**src/rtl/dff_pipeline.sv**
```systemverilog
// Elastic WIDTH x DEPTH register pipeline with valid/ready on both sides,
// bubble collapse, synchronous flush and a registered occupancy count.
module dff_pipeline #(
  parameter int unsigned WIDTH = 8,
  parameter int unsigned DEPTH = 4,
  parameter int unsigned CNT_W = $clog2(DEPTH + 1)
) (
  input  logic             clk,
  input  logic             reset,
  input  logic             in_valid,
  output logic             in_ready,
  input  logic [WIDTH-1:0] in_data,
  output logic             out_valid,
  input  logic             out_ready,
  output logic [WIDTH-1:0] out_data,
  input  logic             flush,
  output logic [CNT_W-1:0] count
);

  logic [WIDTH-1:0] r_data [DEPTH];
  logic [DEPTH-1:0] r_v;
  logic [CNT_W-1:0] r_count;

  logic [DEPTH-1:0] w_adv;
  logic [DEPTH-1:0] w_load;
  logic [DEPTH-1:0] w_mv;
  logic [WIDTH-1:0] w_src [DEPTH];
  logic             w_space;
  logic             w_in_xfer;
  logic             w_out_xfer;

  // Advance chain: a stage moves when it is valid and the stage after it has room.
  always_comb begin
    w_adv   = '0;
    w_space = out_ready;
    for (int i = DEPTH - 1; i >= 0; i--) begin
      w_adv[i] = r_v[i] & w_space;
      w_space  = ~r_v[i] | w_adv[i];
    end
  end

  assign w_load     = ~r_v | w_adv;
  assign in_ready   = ~flush & w_load[0];
  assign out_valid  = r_v[DEPTH-1] & ~flush;
  assign out_data   = r_data[DEPTH-1];
  assign count      = r_count;
  assign w_in_xfer  = in_valid & in_ready;
  assign w_out_xfer = out_valid & out_ready;

  // Per-stage source word and whether a valid word moves in this cycle.
  for (genvar g = 0; g < DEPTH; g++) begin : g_src
    if (g == 0) begin : g_head
      assign w_src[g] = in_data;
      assign w_mv[g]  = w_in_xfer;
    end else begin : g_body
      assign w_src[g] = r_data[g-1];
      assign w_mv[g]  = w_adv[g-1];
    end
  end

  always_ff @(posedge clk or negedge reset) begin
    if (!reset) begin
      r_v     <= '0;
      r_count <= '0;
      for (int i = 0; i < DEPTH; i++) begin
        r_data[i] <= '0;
      end
    end else if (flush) begin
      r_v     <= '0;
      r_count <= '0;
    end else begin
      for (int i = 0; i < DEPTH; i++) begin
        if (w_load[i]) begin
          r_v[i] <= w_mv[i];
          if (w_mv[i]) begin
            r_data[i] <= w_src[i];
          end
        end
      end
      if (w_in_xfer && !w_out_xfer) begin
        r_count <= r_count + CNT_W'(1);
      end else if (!w_in_xfer && w_out_xfer) begin
        r_count <= r_count - CNT_W'(1);
      end
    end
  end

endmodule

```
**config.mk**
```make
export PLATFORM = sky130hd
export DESIGN_NAME = dff_pipeline
export DESIGN_NICKNAME = d
export VERILOG_FILES = /design/src/rtl/dff_pipeline.sv
export SDC_FILE = /design/constraint.sdc
export NUM_CORES = 1
export LEC_CHECK = 0
export CORE_UTILIZATION = 50
export CTS_BUF_LIST = sky130_fd_sc_hd__clkbuf_2 sky130_fd_sc_hd__clkbuf_4 sky130_fd_sc_hd__clkbuf_8
export DETAILED_ROUTE_END_ITERATION = 8
export PLACE_DENSITY = 0.75
export SKIP_CTS_REPAIR_TIMING = 1
export SLEW_MARGIN = 30
export SYNTH_ARGS = -nofsm -noshare
export SYNTH_HDL_FRONTEND = slang
export SYNTH_SLANG_ARGS = --single-unit
```
**constraint.sdc**
```tcl
create_clock -name clk -period 2.34 [get_ports clk]
set_clock_uncertainty 0.2 [all_clocks]
set_input_delay 0.351 -clock clk [delete_from_list [all_inputs] [get_ports clk]]
set_output_delay 0.351 -clock clk [all_outputs]
set_load 0.005 [all_outputs]
```
==> impl.org, run 1 <==
** Place
- HPWL after DPL :: 1.92 mm
- At the end of routability-driven placement, the weighted congestion stood at 0.766.
- Counting tap cells, the placed design contains a total of 181 instances.
- Pre-CTS setup slack :: -0.161 ns
- Count of port buffers added during placement :: 25

** Global route
- The number of global-route vias before repair was 953.
- The first global-routing pass estimated 4.33 mm of wire.
- Overall routing resource usage :: 17.1%
- Entering global routing, the biggest net connects 40 pins.
- Number of antenna violations at the first check in global routing :: 0
- Global route total overflow :: 0

** Clock tree
- Clock sink count :: 39
- The number of clock buffers added by TritonCTS is 5.
- Clock-pin transition on the worst setup and hold timing paths :: 0.10 ns
- Count of H-tree levels built during CTS :: 2
- The later pin in the worst-skew pair is clocked with a latency of 0.34 ns.
- Clock tree from TritonCTS :: built
- The tree is rooted in a sky130_fd_sc_hd__clkbuf_4.
- No sink is reached through more buffers than the 2 on the longest clock path.

** Timing
- Subtracting the final worst setup slack from the clock period gives 2.28 ns.
- Max Clk Rate :: 438 MHz
- The final max-slew violation count came to 0.
- Min Hold Slack :: 0.307 ns
- Setup violations remaining at the end of the flow were counted as 0.
- Summed over all failing endpoints, the final setup total negative slack is 0 ns.
- Final period util :: 97.5%
- In this run the tightest slew margin relative to its limit is 45.4%.
- Transition time at the pin with the least slew margin :: 0.819 ns
- The count of final hold-check violations came to 0.
- Setup slack closes at 0.0589 ns.

** Synth
- The number of nets in the synthesized netlist is 132.
- Synthesis handed over a netlist of 118 instances.
- Average cell area after synthesis :: 14.2 sq um
- The share of synthesized area in the top cell type comes to 58.1%.
- The cell area that synthesis handed to floorplanning was 1680 sq um.
- The Yosys step of the flow raised 0 warnings.
- Synthesis inferred 39 register bits.
- Ranked by total cell area, the synthesized netlist is headed by sky130_fd_sc_hd__dfrtp_1, sky130_fd_sc_hd__mux2_2, sky130_fd_sc_hd__mux2_4.
- Proportion of synthesized chip area in sequential cells :: 58.1%
- In this run, distinct cell masters in the synthesized netlist total 25.
- The biggest area contributor in the post-synthesis netlist is sky130_fd_sc_hd__dfrtp_1.

** Hold path
- Cell depth of the worst min-delay path :: 1
- Start point of the worst min-delay path :: r_data[29]$_DFFE_PN0P_
- For hold timing, the worst endpoint is r_data[29]$_DFFE_PN0P_.
- Worst min path class :: flip-flop to flip-flop

** Drt
- Vias :: 964
- Average detailed-routed wire length per instance :: 13.5 microns
- Drt via density :: 5.10
- DRT iter0 DRCs :: 22
- In this run the remaining antenna-violating nets after routing total 0.
- The first detailed-routing pass ran for 4 iterations.
- Summed over all layers, the routed wires come to 2.55 mm.
- After detailed routing, the number of remaining DRC violations is 0.

** Worst setup path
- The startpoint identified for the worst register-to-register timing path is r_v[3]$_DFFE_PN0P_.
- For the worst setup path, the data arrival time is 1.73 ns.
- Biggest fanout along the worst timing path :: 6
- Traced cell by cell, the critical path runs through and3_2 -> a21oi_2 -> clkdlybuf4s50_1.
- Worst EP required :: 1.79 ns
- The worst register-to-register path ends at count[2]$_DFFE_PN0P_.
- In this design, the stage delay of the slowest critical-path cell is 0.52 ns.
- Worst Setup End Kind :: output pin
- The number of cells on the worst reg-to-reg path is 6.
- The setup path with the least slack is of type flip-flop to output pin.
- Nature of the critical path startpoint :: flip-flop
- On the critical path, the stage with the largest delay is an instance of sky130_fd_sc_hd__clkdlybuf4s50_1.
- In this run the register-to-register setup slack is 0.23 ns.

** Final layout
- The repair_antennas step left the layout with diodes totalling 0.
- Area Growth Syn to Fin :: 19.1%
- In the layout the commonest cells are sky130_fd_sc_hd__dfrtp_1, sky130_fd_sc_hd__mux2_2, sky130_fd_sc_hd__clkdlybuf4s50_1.
- Non-filler instance count after layout :: 189
- Number of nets in the layout :: 160
- Leading cell type in the layout, fill and taps excluded :: sky130_fd_sc_hd__dfrtp_1
- Filler cell count in the final layout :: 254
- Layout cell share with drive strength beyond 1 :: 35.9%

** Floorplanning
- Measured along the x axis, the die boundary spans 60.0 microns.
- Die height :: 60.0 microns
- The floorplan has 20 rows.
- Initial Utilization :: 53.7%
- During I/O placement, the number of pins put on the boundary was 26.
- The die covers 3600 sq um.
- The total area inside the core boundary comes to 3130 sq um.

** Pwr
- Sequential cells account for 57.4% of the total power.
- For this design the ratio of total power to cell area is 828 nW/um^2.
- Worst IR drop on VDD :: 521 uV
- In this run the static leakage power is 0.908 nW.
- Net switching power figure :: 0.000400 W
- Of the total power, the share spent switching nets is 24.1%.
- Internal power :: 0.00126 W
- Combinational logic burns 24.0% of the power.
- Share of power burned in the clock network :: 18.6%

** Run
- Number of violations of the max-capacitance limit :: 0

** Run status
- The run finished with clean final reports.
[metrics by stage]
step / cell area [sq um] / utilization [%] / power (W)
CTS: 1980 / 63.2 / 0.00168
global route: 2000 / 64.0 / 0.00177
detailed placement: 1930 / 61.8 / 0.00137
finish: 2000 / 64.0 / 0.00166
global placement: 1930 / 61.8 / 0.00133
floorplan: 1680 / - / 0.00122
[cells by family after synthesis]
logic type | after synthesis | share of synthesized area [%]
adders and majority gates | 1 | 1.19
muxes | 32 | 23.2
DFF | 39 | 58.1
buffers and inverters | 15 | 6.03
xor gates and xnor gates | 1 | 0.521
and+or+nand+nor | 18 | 6.33
AOI/OAI and AO/OA | 12 | 4.62
[final cells by class]
cell class	instances	area (sq um)	share of cell area, %
clock buffers	6	45.0	2.25
repair buffers	32	300	15.0
inverters	4	15.0	0.750
flip-flops and latches	39	977	48.8
well taps	44	55.1	2.75
multi-input cells	64	608	30.4
[power by group through the flow]
stage	clock network (W)	logic, W	registers, W
final	0.000308	0.000397	0.000952
after global routing	0.000353	0.000438	0.000974
after CTS	0.000324	0.000402	0.000955
after detailed placement	0	0.000399	0.000968
after global placement	0	0.000383	0.000952
after floorplan	0	0.000297	0.000927
[critical path, delay by kind of cell (launching register included)]
kind / cells / cell delay (ns)
buffers and inverters: 1 / 0.52
flip-flops: 1 / 0.45
AND/OR/NAND/NOR: 1 / 0.26
AO/OA/AOI/OAI: 1 / 0.17
[registers in the layout, indices dropped and copies added, names as in the netlist]
signal and cells:
count 3, r_v 4, r_data 24, out_data 8
[synth_stat cells, drive strengths merged]
library cell	n
nand2	2
a211oi	3
and3	1
and4	1
nand3b	2
nor3b	1
nor2b	2
o21ai	1
inv	4
a31oi	1
mux2	32
nor2	6
a31o	1
xnor2	1
nor3	1
nand3	1
clkbuf	1
buf	10
or3b	1
fa	1
a21oi	5
dfrtp	39
a21bo	1
[worst max-delay path by stage]
stage / start / endpoint / slack (ns) / cells past startpoint
after floorplan: r_v[3]$_DFFE_PN0P_ / count[2]$_DFFE_PN0P_ / 0.44 / 7
after global placement: out_ready / count[2]$_DFFE_PN0P_ / 0.04 / 7
after detailed placement: out_ready / count[2]$_DFFE_PN0P_ / -0.16 / 7
after CTS: r_v[2]$_DFFE_PN0P_ / in_ready / -0.002 / 3
after global routing: r_v[2]$_DFFE_PN0P_ / in_ready / -0.01 / 3
final: r_v[2]$_DFFE_PN0P_ / in_ready / 0.06 / 3
[per-layer routing]
layer / up-vias / GRT usage [%] / routed length, microns
li1: 460 / - / -
met1: 475 / 21.3 / 1130
met2: 21 / 26.2 / 1260
met3: 8 / 8.01 / 99
met4: 0 / 5.65 / 58
met5: - / 0 / 0
No activity file was read; power rests on OpenSTA's default activity.
==> run 2: changes to the inputs <==
--- a/config.mk
+++ b/config.mk
@@ -10,6 +10,7 @@
 export DETAILED_ROUTE_END_ITERATION = 8
 export PLACE_DENSITY = 0.75
 export SKIP_CTS_REPAIR_TIMING = 1
+export SKIP_LAST_GASP = 1
 export SLEW_MARGIN = 30
 export SYNTH_ARGS = -nofsm -noshare
 export SYNTH_HDL_FRONTEND = slang
==> results of run 2 <==
No change in the layout: final DEF, timing and power equal those of run 1.
==> run 3: changes to the inputs <==
--- a/config.mk
+++ b/config.mk
@@ -5,10 +5,12 @@
 export SDC_FILE = /design/constraint.sdc
 export NUM_CORES = 1
 export LEC_CHECK = 0
+export CORE_ASPECT_RATIO = 0.7
 export CORE_UTILIZATION = 50
 export CTS_BUF_LIST = sky130_fd_sc_hd__clkbuf_2 sky130_fd_sc_hd__clkbuf_4 sky130_fd_sc_hd__clkbuf_8
 export DETAILED_ROUTE_END_ITERATION = 8
 export PLACE_DENSITY = 0.75
+export REMOVE_ABC_BUFFERS = 1
 export SKIP_CTS_REPAIR_TIMING = 1
 export SKIP_LAST_GASP = 1
 export SLEW_MARGIN = 30
==> run 3 against run 2 <==
The run now ends with design-rule violations, negative hold slack left. Via count fell by 3.4%. Cell count decreased by 3.7%. Sequential power grew 0.5%. Total power rose by 11%. Worst hold slack got worse by 0.35 ns. Largest power group unchanged.
==> impl.org, run 3 (synthesized netlist as in run 1, its figures left out) <==
** Run status
- The run finished, with violations left.
- Failing checks :: design-rule violations, negative hold slack

** Timing
- The final max-slew violation count was 0.
- Setup violations remaining at the end of the flow were counted as 0.
- Max Clk Rate :: 439 MHz
- Hold timing on the final database bottoms out at a slack of -0.0377 ns.
- Final period util :: 97.3%
- Setup repair after global routing could not meet its margin everywhere.
- Final Hold Viols :: 39
- PnR worst setup slack :: 0.0636 ns
- At the pin with the least slew margin, the transition time is 0.806 ns.
- Post-route minimum period :: 2.28 ns
- Fin Setup TNS :: 0 ns
- In this run the tightest slew margin relative to its limit is 46.3%.

** Pwr
- Across the VDD grid, the largest voltage drop is 562 uV.
- For this design the static power due to leakage is 0.924 nW.
- Power Total :: 0.00183 W
- For this design the ratio of total power to cell area is 905 nW/um^2.

** Worst setup path
- Worst EP required :: 1.79 ns
- For flop-to-flop paths, the worst setup slack is 0.28 ns.
- Delay of the slowest cell on the worst path :: 0.54 ns
- Cells along the critical path :: and3_1 -> a21oi_1 -> clkdlybuf4s50_1
- Critical path's slowest cell :: sky130_fd_sc_hd__clkdlybuf4s50_1
- STA classifies the critical path endpoint as an output pin.
- Setup Crit Path Kind :: flip-flop to output pin
- Nature of the critical path startpoint :: flip-flop
- Biggest fanout along the worst timing path :: 7
- Data arrives at the worst endpoint at 1.73 ns.

** Drt
- DRT iter0 DRCs :: 21
- The routed layout has 931 vias.
- Wires add up to 2.49 mm.
- In this run the remaining antenna-violating nets after routing total 0.
- Remaining design rule violation count :: 2
- Number of iterations in the first detailed-routing pass :: 6
- Using the TritonRoute via totals, the vias-per-cell ratio works out to 5.12.
- In the final routed layout, each cell accounts on average for 13.7 microns.

** Final layout
- Share of the core filled with cells :: 63.8%
- Counting flops per register, the top entry is r_data.
- The repair_antennas step left the layout with diodes totalling 0.
- Layout cell share with drive strength beyond 1 :: 34.7%
- The top cell types in the final layout, fill and taps aside, are sky130_fd_sc_hd__dfrtp_1, sky130_fd_sc_hd__mux2_2, sky130_fd_sc_hd__clkdlybuf4s50_1.
- Area Growth Syn to Fin :: 20.4%
- Filler cell count in the final layout :: 241
- Max FFs per register :: 24
- The library cell used most frequently in the layout, excluding fill and tap cells, is sky130_fd_sc_hd__dfrtp_1.
- Number of nets in the layout :: 157

** Floorplanning
- Row count :: 17
- Ports :: 26
- The initial utilization of the core area, before any placement, comes to 53.0%.
- Width of the die :: 71.3 microns
- Die height :: 50.5 microns
- Die Area :: 3600 sq um
- The core region is 3170 sq um.

** Global route
- met2 is the most crowded layer.
- Met3 track demand over resource :: 5.62%
- GRT met2 Usage :: 24.4%
- First-pass GRT wire length :: 4.31 mm
- Global routing used 21.8% of the available met1 tracks.
- The number of global-route vias before repair was 927.
- Maximum number of pins on one net before global-route repair :: 40
- The initial antenna violation count is 0.
- Across every metal layer, demand over resource in global routing totals 15.9%.
- Global route total overflow :: 0

** Place
- Summed over all nets, the half-perimeter wirelength after detailed placement is 1.89 mm.
- Final RePlAce weighted congestion :: 0.850
- Pre-CTS setup slack :: -0.122 ns
- Input and output buffers added on the ports amount to 25.

** Clock tree
- Counting along the longest clock path gives a buffer depth of 2.
- The clock reaches the later pin of the worst-skew pair after 0.27 ns.
- The H-tree generated during clock tree synthesis spans 2 levels.
- Clock tree from TritonCTS :: built
- For this design, the sink count on the clock tree is 39.
- Total clock buffers created by CTS :: 5
- Clock root buffer :: sky130_fd_sc_hd__clkbuf_8
- Clock-pin transition on the worst setup and hold timing paths :: 0.07 ns

** Run
- Number of violations of the max-capacitance limit :: 0

** Hold path
- The path class of the tightest hold or removal check is input port to asynchronous set/reset pin.
==> run 3: power breakdown <==
group	leakage [nW]	internal, W	switching [W]
clock	0.0549	0.000280	0.000203
sequential	0.484	0.000851	0.000105
combinational	0.385	0.000287	0.000105
==> run 3: worst paths after layout <==
path | startpoint | endpoint | depth (start not counted)
setup / recovery | r_v[2]$_DFFE_PN0P_ | in_ready | 3
hold / removal | reset | out_data[3]$_DFFE_PN0P_ | 1
setup reg to reg | r_v[2]$_DFFE_PN0P_ | count[2]$_DFFE_PN0P_ | 6
hold reg to reg | r_data[23]$_DFFE_PN0P_ | r_data[15]$_DFFE_PN0P_ | 1
max in group asynchronous | reset | r_data[17]$_DFFE_PN0P_ | 1
min in group clk | r_data[23]$_DFFE_PN0P_ | r_data[15]$_DFFE_PN0P_ | 1
==> run 3: area by class of cell <==
type	count	area, sq um	area share (%)
Clock buffer	8	104	5.13
Inverter	4	15.0	0.742
Multi-Input combinational cell	64	606	29.9
Sequential cell	39	976	48.2
Tap cell	38	47.5	2.35
Timing Repair Buffer	29	275	13.6
==> run 3: metal layers <==
metal / share of wire (%) / vias up / wire (microns)
li1: - / 449 / -
met1: 51 / 461 / 1280
met2: 46 / 21 / 1140
met3: 2.9 / 0 / 72
met4: 0 / 0 / 0
met5: 0 / - / 0
==> run 3: critical path, delay by kind of cell (launching register included) <==
family / cells / cell delay [ns]
and+or+nand+nor: 1 / 0.25
AOI/OAI and AO/OA: 1 / 0.22
DFF: 1 / 0.45
buffers and inverters: 1 / 0.54
==> run 3: per-stage QoR <==
step                      instance area [sq um]  cells  hold slack [ns]
after floorplan                            1590    107           -0.145
after global placement                     1920    174            0.278
after detailed placement                   1920    174            0.289
after CTS                                  2020    182         -0.00879
after global routing                       2020    182           0.0273
final                                      2020    182          -0.0377
